File: src/rtl/reg_file_pkg.sv
// Shared types and default sizing for the multi-port register file.
package reg_file_pkg;

  typedef enum logic {
    RF_CLEAR = 1'b0,
    RF_RUN   = 1'b1
  } rf_state_e;

  localparam int RF_DATA_W_DEF   = 8;
  localparam int RF_NUM_REGS_DEF = 16;

endpackage

File: src/rtl/reg_file_read_port.sv
// One registered read port: range check, storage mux, write-first bypass.
// REGFILE_ZERO_REG_EN forces reads of register 0 to zero, bypass included.
module reg_file_read_port
  import reg_file_pkg::*;
#(
  parameter int DATA_W   = RF_DATA_W_DEF,
  parameter int NUM_REGS = RF_NUM_REGS_DEF,
  parameter int ADDR_W   = $clog2(NUM_REGS)
) (
  input  logic              clk,
  input  logic              rst,
  input  logic              run_i,
  input  logic              wr_fire_i,
  input  logic [ADDR_W-1:0] waddr_i,
  input  logic [DATA_W-1:0] wdata_i,
  input  logic [ADDR_W-1:0] raddr_i,
  input  logic [DATA_W-1:0] mem_i [NUM_REGS],
  output logic [DATA_W-1:0] dout_o
);

  logic              in_range_s;
  logic [DATA_W-1:0] dout_d;
  logic [DATA_W-1:0] dout_q;

  // Select next output word; wr_fire_i already implies an in-range write address.
  always_comb begin
    in_range_s = (int'(raddr_i) < NUM_REGS);
    dout_d     = {DATA_W{1'b0}};
    if (!run_i) begin
      dout_d = {DATA_W{1'b0}};
    end else if (!in_range_s) begin
      dout_d = {DATA_W{1'b0}};
`ifdef REGFILE_ZERO_REG_EN
    end else if (raddr_i == {ADDR_W{1'b0}}) begin
      dout_d = {DATA_W{1'b0}};
`endif
    end else if (wr_fire_i && (waddr_i == raddr_i)) begin
      dout_d = wdata_i;
    end else begin
      dout_d = mem_i[raddr_i];
    end
  end

  // Output register.
  always_ff @(posedge clk) begin
    if (rst) begin
      dout_q <= {DATA_W{1'b0}};
    end else begin
      dout_q <= dout_d;
    end
  end

  assign dout_o = dout_q;

endmodule

File: src/rtl/reg_file_mp.sv
// 1W/2R register file with self-clearing reset sequence and write-first bypass.
// Define REGFILE_ZERO_REG_EN to hardwire register 0 to zero.
module reg_file_mp
  import reg_file_pkg::*;
#(
  parameter  int DATA_W   = RF_DATA_W_DEF,
  parameter  int NUM_REGS = RF_NUM_REGS_DEF,
  localparam int ADDR_W   = $clog2(NUM_REGS)
) (
  input  logic              clk,
  input  logic              rst,
  input  logic              write_en,
  input  logic [ADDR_W-1:0] waddr,
  input  logic [DATA_W-1:0] wdata,
  input  logic [ADDR_W-1:0] raddr_a,
  input  logic [ADDR_W-1:0] raddr_b,
  output logic [DATA_W-1:0] dout_a,
  output logic [DATA_W-1:0] dout_b,
  output logic              ready
);

  localparam logic [ADDR_W-1:0] LAST_IDX = ADDR_W'(NUM_REGS - 1);

  rf_state_e         state_q, state_d;
  logic [ADDR_W-1:0] clr_ptr_q, clr_ptr_d;
  logic              ready_q, ready_d;
  logic [DATA_W-1:0] mem_q [NUM_REGS];
  logic              run_s;
  logic              wr_fire_s;

  // Clear sequencer: walk every entry once, then open the file.
  always_comb begin
    state_d   = state_q;
    clr_ptr_d = clr_ptr_q;
    ready_d   = ready_q;
    case (state_q)
      RF_CLEAR: begin
        if (clr_ptr_q == LAST_IDX) begin
          state_d   = RF_RUN;
          ready_d   = 1'b1;
          clr_ptr_d = {ADDR_W{1'b0}};
        end else begin
          clr_ptr_d = clr_ptr_q + ADDR_W'(1'b1);
        end
      end
      RF_RUN: begin
        state_d = RF_RUN;
      end
      default: begin
        state_d   = RF_CLEAR;
        clr_ptr_d = {ADDR_W{1'b0}};
        ready_d   = 1'b0;
      end
    endcase
  end

  // Sequencer state registers.
  always_ff @(posedge clk) begin
    if (rst) begin
      state_q   <= RF_CLEAR;
      clr_ptr_q <= {ADDR_W{1'b0}};
      ready_q   <= 1'b0;
    end else begin
      state_q   <= state_d;
      clr_ptr_q <= clr_ptr_d;
      ready_q   <= ready_d;
    end
  end

  // Write qualification: only in RUN, only to existing (and writable) registers.
  always_comb begin
    run_s     = (state_q == RF_RUN);
    wr_fire_s = run_s && write_en && (int'(waddr) < NUM_REGS);
`ifdef REGFILE_ZERO_REG_EN
    if (waddr == {ADDR_W{1'b0}}) begin
      wr_fire_s = 1'b0;
    end else begin
      wr_fire_s = wr_fire_s;
    end
`endif
  end

  // Storage; left untouched on the reset edge itself.
  always_ff @(posedge clk) begin
    if (!rst) begin
      if (state_q == RF_CLEAR) begin
        mem_q[clr_ptr_q] <= {DATA_W{1'b0}};
      end else if (wr_fire_s) begin
        mem_q[waddr] <= wdata;
      end
    end
  end

  reg_file_read_port #(
    .DATA_W  (DATA_W),
    .NUM_REGS(NUM_REGS),
    .ADDR_W  (ADDR_W)
  ) u_rd_a (
    .clk      (clk),
    .rst      (rst),
    .run_i    (run_s),
    .wr_fire_i(wr_fire_s),
    .waddr_i  (waddr),
    .wdata_i  (wdata),
    .raddr_i  (raddr_a),
    .mem_i    (mem_q),
    .dout_o   (dout_a)
  );

  reg_file_read_port #(
    .DATA_W  (DATA_W),
    .NUM_REGS(NUM_REGS),
    .ADDR_W  (ADDR_W)
  ) u_rd_b (
    .clk      (clk),
    .rst      (rst),
    .run_i    (run_s),
    .wr_fire_i(wr_fire_s),
    .waddr_i  (waddr),
    .wdata_i  (wdata),
    .raddr_i  (raddr_b),
    .mem_i    (mem_q),
    .dout_o   (dout_b)
  );

  assign ready = ready_q;

endmodule
File: config.mk
export PLATFORM = sky130hd
export DESIGN_NAME = reg_file_mp
export DESIGN_NICKNAME = d
export VERILOG_FILES = /design/src/rtl/reg_file_pkg.sv /design/src/rtl/reg_file_read_port.sv /design/src/rtl/reg_file_mp.sv
export SDC_FILE = /design/constraint.sdc
export NUM_CORES = 1
export LEC_CHECK = 0
export CAP_MARGIN = 20
export CORE_MARGIN = 2
export CORE_UTILIZATION = 40
export CTS_CLUSTER_SIZE = 24
export DETAILED_ROUTE_END_ITERATION = 12
export MAX_ROUTING_LAYER = met4
export SLEW_MARGIN = 0
export SYNTH_ARGS = -nofsm -noshare
export SYNTH_HDL_FRONTEND = slang
export SYNTH_SLANG_ARGS = --single-unit
File: constraint.sdc
create_clock -name clk -period 2.9 [get_ports clk]
set_clock_uncertainty 0.2 [all_clocks]
set_input_delay 0.87 -clock clk [delete_from_list [all_inputs] [get_ports clk]]
set_output_delay 0.87 -clock clk [all_outputs]
set_load 0.05 [all_outputs]
# Word-level counts from Yosys, hierarchy flattened
# Index checks and enable logic that the tools add are counted.
# word_totals
inputBits,23
latch_bits,0
regBits,150
mem_count,0
output_inout_bits,17
ramBits,0
mem_bits_ro,0
# classes
n_lt_le_gt_ge,6
n_mux,18
n_div,0
add_sub_neg,1
n_eq_ne,4
multipliers,0
bitwise_logic,8
reduce_logical,8
n_shift,0
# op_table
operator,n
2-to-1 mux 128 bit,2
AND 128 bit,1
bitwise mux 128 bit,1
inverter 128 bit,1
binary-select mux 8 bit (select 4 bit),2
demux 8 bit (select 4 bit),2
2-to-1 mux 8 bit,8
">= comparator 5 bit, second input constant",4
inverter 4 -> 5 bit,4
"less-than comparator 5 x 1 -> 1 bit, second input constant",2
== test 4 bit,2
logical AND 1 bit,5
"adder 4 x 1 -> 4 bit, second input constant",1
"== test 4 bit, second input constant",1
2-to-1 mux 4 bit,1
AND reduction 2 bit,2
"!= test 2 x 1 -> 1 bit, second input constant",1
inverter 1 bit,2
case mux 1 bit (2 select lines),1
OR reduction 2 bit,1
2-to-1 mux 1 bit,1

# Depth between registers and ports, before layout
# Gate-level depths: netlist of run 1.
# logic_depth
word_depth,8
depth_mapped,7

# Cells and area by module
# Synthesis of run 1 repeated with hierarchy kept, for this count alone.
# hier_totals
cells_unflattened,623
area_unflattened_um2,8702.1
# modules_own_cells
mod,n_inst,area_per_inst_um2,cells_per_inst
reg_file_mp,1,6012.0,431
reg_file_read_port,2,1345.0,96

# Worst setup path after synthesis of run 1
# No wires, ideal clock.
# synth_path
path_type,input port to flip-flop
start,input port waddr[3]
end,"register mem_q[64] (netlist bit), enable pin"
setup_ps,375
slack_ps,114
cell_stages,6
t_arrival_ps,2210
n_path_buf,2
cell_sequence,clkbuf_1 nand2b_1 clkbuf_1 nor2_1 inv_1 a21oi_1
# synth_lines
item,line,text
from (decl),reg_file_mp.sv:13,"input logic [ADDR_W-1:0] waddr,"
"to (signal, indexed assignment)",reg_file_mp.sv:87,mem_q[clr_ptr_q] <= {DATA_W{1'b0}};
"to (signal, indexed assignment)",reg_file_mp.sv:89,mem_q[waddr] <= wdata;
to (decl),reg_file_mp.sv:27,logic [DATA_W-1:0] mem_q [NUM_REGS];

# Final worst setup path of run 1
# layout_path
start,"register u_rd_a.dout_q[7], in the netlist u_rd_a.dout_o[7]"
end,output port dout_a[7]
# layout_lines
item,line,text
from (decl),reg_file_read_port.sv:23,logic [DATA_W-1:0] dout_q;
from (signal assigned),reg_file_read_port.sv:47,dout_q <= {DATA_W{1'b0}};
from (signal assigned),reg_file_read_port.sv:49,dout_q <= dout_d;
to (decl),reg_file_mp.sv:17,"output logic [DATA_W-1:0] dout_a,"
# No word-level cell between the ends.

==> summary by stage, run 1 <==
Run status
The run finished with clean final reports.

Floorplan
The die outline area is 22,000 um2. The number of ports placed on the die boundary is 40. The placement row count is 52. The die width is 148 um. Measured along the y axis, the die boundary spans 148 um. In this run the standard cell core region covers 20,300 um2. The starting utilization of the core area is 0.410.

Layout
The most common cell after layout, fill and taps aside is edfxtp_1. The sequential cells in the finished layout cover a total of 4290 um2. Leaving out fill and tap cells, the most frequent cells in the layout are edfxtp_1 (128), nand2_1 (114), o21ai_0 (97). The final layout net count is 799. From synthesis to final layout, the design area changed by 20.9%. The combined area of the multi-input logic cells is 3740 um2. Of the cells placed in the final design, the portion with a size suffix greater than 1 is 0.219. The layout has 1,812 filler cells.

The final cell count without fillers is 1,055.

Flow run
The reported max-cap violation count is 0.

Global routing
The number of antenna violations at the first check in global routing is 0. The wire length of the first global-routing pass is 38.7 mm. Entering global routing, the biggest net connects 39 pins. In the global route stage, overall resource usage came out at 0.247.

The via count of the first global-routing pass is 6,349. The total congestion overflow is 0.

Setup path
By startpoint and endpoint, the worst setup path is classified as reg2out. The arrival time reported for the critical path endpoint is 1.64 ns. STA classifies the critical path startpoint as a register. The worst endpoint required time is 1.83 ns. The slowest stage of the critical path is the clkdlybuf4s50_1 cell. The signal on the critical path passes through clkdlybuf4s50_1. The capture instance of the worst register-to-register path is mem_q[4]. On the worst path, the slowest cell contributes a delay of 0.83 ns.

The number of buffers and inverters on the critical path is 1. The worst register-to-register path begins at run_s. The nature of the critical path endpoint is an output pin.

The number of cells on the worst reg-to-reg path is 4. The highest fanout seen on the critical path is 1. The setup slack on the worst flop-to-flop path is 0.64 ns. In this run the worst setup path begins at u_rd_a.dout_o[7].

The cell family with the largest share of critical-path delay is buffers and inverters.

Yosys
The number of different library cells used by synthesis comes to 35. The net count of the mapped netlist is 716. The share of synthesized area occupied by flip-flops and latches is 0.515. Synthesis produced 689 cells. The Yosys step of the flow raised 0 warnings. The average instance area after synthesis is 12.1 um2.

The number of synthesized flops with an enable pin is 128. The share of synthesized registers carrying an async set or reset is 0. The total standard cell area after synthesis is 8320 um2. The most instantiated flip-flop cell in the synthesis netlist is edfxtp_1. In this run, synthesis produced a sequential element count of 150.

Drt
In the routed layout, each cell is associated on average with a via count of 6.18. The number of nets with antenna violations after routing is 0. Summing over every cut layer, the via total after detailed routing is 6,516.

For this block, the routed nets add up to 25.6 mm of wire. In the routed design, unresolved DRC markers number 0. After detailed routing, the average wire length per cell comes to 24.3 um. The detailed-router iteration count before antenna repair is 5. The iteration-0 DRC count of the detailed router is 741.

Clock tree
The number of hold buffers added after CTS was 0. The post-CTS repair timing setup buffer count is 0. The clock tree from TritonCTS is done. The CTS buffer count is 17. CTS saw 150 sinks. The longest clock path from root to sink contains 2 buffers. In this run the number of H-tree levels came out at 4.

The clock-pin slew reported for the worst setup and hold paths after clock tree synthesis is 0.06 ns. The number of cells upsized or downsized after cts is 0. Clock latency on the worst-skew pair, taken at its later pin, is 0.43 ns. The cell at the root of the clock tree is clkbuf_16.

STA
The final-report hold violation count is 0. The accumulated negative setup slack is 0 ns. Setup violations remaining at the end of the flow were counted as 0. Setup repair after global routing left no endpoint under its margin. The clock period could shrink to 2.71 ns. The achievable clock frequency is 0.370 GHz.

The share of the clock period used by the worst path is 0.933. The relative max-transition margin is 0.353. The worst-margin pin slew is 0.966 ns. The max-slew violation count is 0. On the final layout, the worst hold slack is 0.282 ns.

Power
IR analysis of the VDD net gives a maximum drop of 0.000375 V. The total power draw is 0.00571 W. The static leakage power is 3.77 nW.

For this design the ratio of total power to cell area is 568 nW/um2.

Placed design
At the end of routability-driven placement, the weighted congestion stood at 1.01. The number of I/O port buffers is 39. The detailed placer's ending HPWL is 19.6 mm. Counting tap cells, the placed design contains a total of 1,023 instances.

Min path
The cell depth of the worst min-delay path is 2. The worst min-delay path category is reg2reg. The worst hold path begins at ready.

The path with the worst hold slack has its endpoint at ready.
-- state kept, by name (all words and copies together) (netlist names) --
register       count
mem_q            128
u_rd_a.dout_o      8
u_rd_b.dout_o      8
clr_ptr_q          4
ready              1
run_s              1
-- kinds of logic (layout without fill, tap and decap cells) --
group | count (synthesis) | in the layout | share of synthesized area
flops | 150 | 150 | 0.515
compound gates | 215 | 215 | 0.162
mux | 66 | 66 | 0.176
simple gates | 182 | 182 | 0.0957
other cells | 0 | 1 | 0
xor+xnor | 9 | 9 | 0.00948
fa+ha+maj | 4 | 4 | 0.00602
buf+inv | 63 | 158 | 0.0358
-- report_power, final --
part / switching (W) / total, W / internal, W / leakage, nW
sequential: 0.000113 / 0.00262 / 0.00250 / 1.44
combinational: 0.000374 / 0.000731 / 0.000356 / 2.02
clock: 0.000866 / 0.00236 / 0.00150 / 0.310
total: 0.00135 / 0.00571 / 0.00436 / 3.77
-- per-layer routing --
layer  track usage  share of wire  vias up
met3        0.0503          0.090       54
met4         0.104          0.037        0
met1         0.318           0.39     3262
met2         0.384           0.48      365
li1              -              -     2835
met5             -              0        -
-- worst max path at each step --
stage	slack, ns	end	depth (start not counted)
after floorplan	0.11	mem_q[64]	6
after global placement	-0.05	u_rd_a.dout_o[6]	6
after detailed placement	-0.07	u_rd_a.dout_o[2]	7
after CTS	0.19	dout_a[7]	1
after global routing	0.17	dout_a[7]	1
final	0.19	dout_a[7]	1
-- cell type report --
class	instances	area share
Clock inverter	10	0.0152
Timing Repair Buffer	112	0.101
Antenna cell	1	0.000249
Multi-Input combinational cell	476	0.372
Clock buffer	21	0.0468
Tap cell	270	0.0336
Sequential cell	150	0.426
Inverter	15	0.00560
-- through the flow --
stage | worst slack, ns | util | cell area, um2
2_1_floorplan | 0.114 | - | 8320
6_report | 0.195 | 0.496 | 10100
3_5_place_dp | -0.0692 | 0.465 | 9430
3_3_place_gp | -0.0503 | 0.465 | 9430
4_1_cts | 0.194 | 0.495 | 10100
5_1_grt | 0.173 | 0.495 | 10100
-- cells in the mapped netlist (all sizes together) (2+ instances only) --
library cell	count	area, um2
a22oi	16	120
mux2i	2	20.0
inv	15	56.3
xor2	8	70.1
nand2	114	428
nand3	9	45.0
nor2b	7	43.8
a21oi	27	135
edfxtp	128	3840
a31oi	7	43.8
mux4	64	1440
o21ai	104	521
a22o	56	490
and2	12	75.1
a21o	2	15.0
clkbuf	26	97.6
nor4	2	27.5
nand2b	4	25.0
nor2	26	97.6
dfxtp	22	440
ha	4	50.1
nand4b	2	17.5
buf	22	144
nor3	5	30.0
-- worst min-delay path, cell delays in order (launching register included) --
cell     delay [ns]
dfxtp_1        0.33
a31oi_1        0.05
nor2_1         0.07
Power figures use the tool's default switching activity.
==> run 2: changes to the inputs <==
- CTS_CLUSTER_DIAMETER: unset -> 60
- SKIP_CTS_REPAIR_TIMING: unset -> 1
==> results of run 2 <==
The final DEF is identical to that of run 1; final timing and power are the same.
==> run 3: changes to the inputs <==
- clock period: 2.9 -> 2.73 ns (I/O delays scaled with it)
==> summary by stage, run 3 (synthesized netlist as in run 1, its figures left out) <==
Setup path
The cell family with the largest share of critical-path delay is buffers and inverters (unchanged). The startpoint of the lowest-slack register-to-register path is run_s (unchanged). The setup slack on the worst flop-to-flop path is 0.57 ns (was 0.64 ns).

The origin of the worst setup path is u_rd_a.dout_o[1] (was u_rd_a.dout_o[7]). The nature of the critical path endpoint was an output pin (unchanged). The arrival time reported for the critical path endpoint came to 1.64 ns (about the same). The worst endpoint required time is 1.71 ns (was 1.83 ns). The number of buffer and inverter instances along the worst setup path was 1 (unchanged). The highest fanout seen on the critical path came to 1 (unchanged). Cell breakdown of the critical path: clkdlybuf4s50_1 (unchanged). The path type of the worst setup path is reg2out (unchanged). The element type at the critical path start is a register (unchanged). The peak per-stage delay on the critical path came to 0.83 ns (about the same). The critical-path cell with the highest stage delay is clkdlybuf4s50_1 (unchanged).

Global routing
The wire length of the first global-routing pass came to 40.7 mm (was 38.7 mm). The total congestion overflow came to 0 (unchanged). The pin count of the biggest net entering global routing is 32 (was 39). The via count of the first global-routing pass is 6,563 (was 6,349). The aggregate global-route resource usage came to 0.260 (was 0.247). The number of antenna violations at the first check in global routing came to 0 (unchanged).

Layout
Top library cells by usage in the layout, fill and taps aside: edfxtp_1 (128), nand2_1 (114), o21ai_0 (97) (unchanged). The final design utilization was 0.503 (was 0.496). The most common cell after layout, fill and taps aside is edfxtp_1 (unchanged). The area added between synthesis and finish came to 22.7% (was 20.9%). The final layout net count is 818 (was 799). The final cell count without fillers is 1,074 (was 1,055). The most flop-heavy register is mem_q (unchanged). The flip-flop count of the largest register after layout is 128 (unchanged).

The layout cell share with drive strength beyond 1 is 0.239 (was 0.219). The total inserted antenna cells is 0 (was 1).

Drt
The total DRC errors in the routed layout is 0 (unchanged). The detailed-router iteration count before antenna repair is 5 (unchanged). The via count was 6,616 (was 6,516). The detailed-route wire length per cell came to 25.1 um (was 24.3 um). The routed via count divided by cell count is 6.16 (was 6.18). The total wire length after detailed routing is 27.0 mm (was 25.6 mm). The number of nets with antenna violations after routing is 0 (unchanged).

The iteration-0 DRC count of the detailed router is 713 (was 741).

Run status
Outcome: completed (unchanged).

Clock tree
The clock insertion delay at the later pin of the skew report is 0.43 ns (about the same). The clock-pin slew reported for the worst setup and hold paths after clock tree synthesis is 0.06 ns (about the same). The clock tree from TritonCTS was done (unchanged). The maximum clock path buffer count is 2 (unchanged). The number of levels in the clock H-tree is 4 (unchanged). The cell at the root of the clock tree is clkbuf_16 (unchanged).

The number of sinks on the clock net was 150 (unchanged). The CTS buffer count is 17 (unchanged).

STA
The worst-margin pin slew came to 0.876 ns (was 0.966 ns). The least setup slack across all paths after layout is 0.0740 ns (was 0.195 ns). The relative max-transition margin is 0.416 (was 0.353). The worst hold slack is 0.316 ns (was 0.282 ns).

The achievable clock frequency is 0.377 GHz. The number of setup violations in the final report is 0 (unchanged). The max-slew violation count was 0 (unchanged). The shortest clock period the worst path allows after layout is 2.66 ns.

In the finished design, the share of the clock period the worst path needs comes to 0.973. The final-report hold violation count is 0 (unchanged). Unrepaired setup endpoints after global routing: no (unchanged).

Floorplan
The die outline area is 22,000 um2 (unchanged). The number of ports placed on the die boundary came to 40 (unchanged). The floorplan die height is 148 um (unchanged). The placement row count is 52 (unchanged). The die width is 148 um (unchanged). The starting utilization of the core area was 0.410 (unchanged).

The core region area is 20,300 um2 (unchanged).

Power
The total power density per cell area is 570 nW/um2 (was 568 nW/um2). The static leakage power is 3.86 nW (was 3.77 nW). The total power draw came to 0.00582 W (was 0.00571 W).

The peak supply drop came to 0.000493 V (was 0.000375 V).

Placed design
The final RePlAce weighted congestion was 0.944 (was 1.01). The detailed placer's ending HPWL was 20.5 mm (was 19.6 mm). The number of cells in the design after placement is 1,042 (was 1,023). The number of I/O port buffers is 39 (unchanged). The pre-CTS setup slack is -0.156 ns (was -0.0692 ns).

Min path
The worst min-delay path category was reg2reg (unchanged). The beginning of the worst hold path is ready (unchanged).

Flow run
The reported max-cap violation count was 0 (unchanged).
==> run 3: worst paths after layout <==
kind              cells past startpoint          endpoint
setup / recovery                      1         dout_a[1]
hold / removal                        2             ready
setup reg to reg                      3  u_rd_a.dout_o[6]
hold reg to reg                       2             ready
==> run 3: metrics by stage <==
step	area, um2	setup TNS, ns
finish	10200	0
global route	10200	0
CTS	10200	0
detailed placement	9650	-7.44
global placement	9650	-6.58
floorplan	8320	0
==> run 3: layout make-up <==
type / instances / area, um2
flip-flops and latches: 150 / 4290
clock buffers: 22 / 487
inverters: 15 / 56.3
multi-input cells: 476 / 3740
clock inverters: 10 / 66.3
well taps: 270 / 338
fillers: 1796 / 10100
repair buffers: 131 / 1230
==> run 3: worst register-to-register path: cells and delay by family (launching register included) <==
family / cells / cell delay (ns)
AO/OA/AOI/OAI: 2 / 0.81
AND/OR/NAND/NOR: 1 / 0.30
flip-flops: 1 / 0.80
==> run 3: where the power goes <==
part           switching (W)  leakage [nW]  total (W)  internal, W
logic               0.000402          2.14   0.000804     0.000402
registers           0.000128          1.44    0.00279      0.00266
clock network       0.000954         0.276    0.00223      0.00127
==> run 3: layer usage <==
metal  share of wire  routed length [um]  up-vias  track usage
li1                -                   -     2882            -
met2            0.49               13200      362        0.419
met3           0.074                2000       70       0.0454
met4           0.034                 911        0       0.0910
met1            0.40               10900     3302        0.335
met5               0                   0        -            -
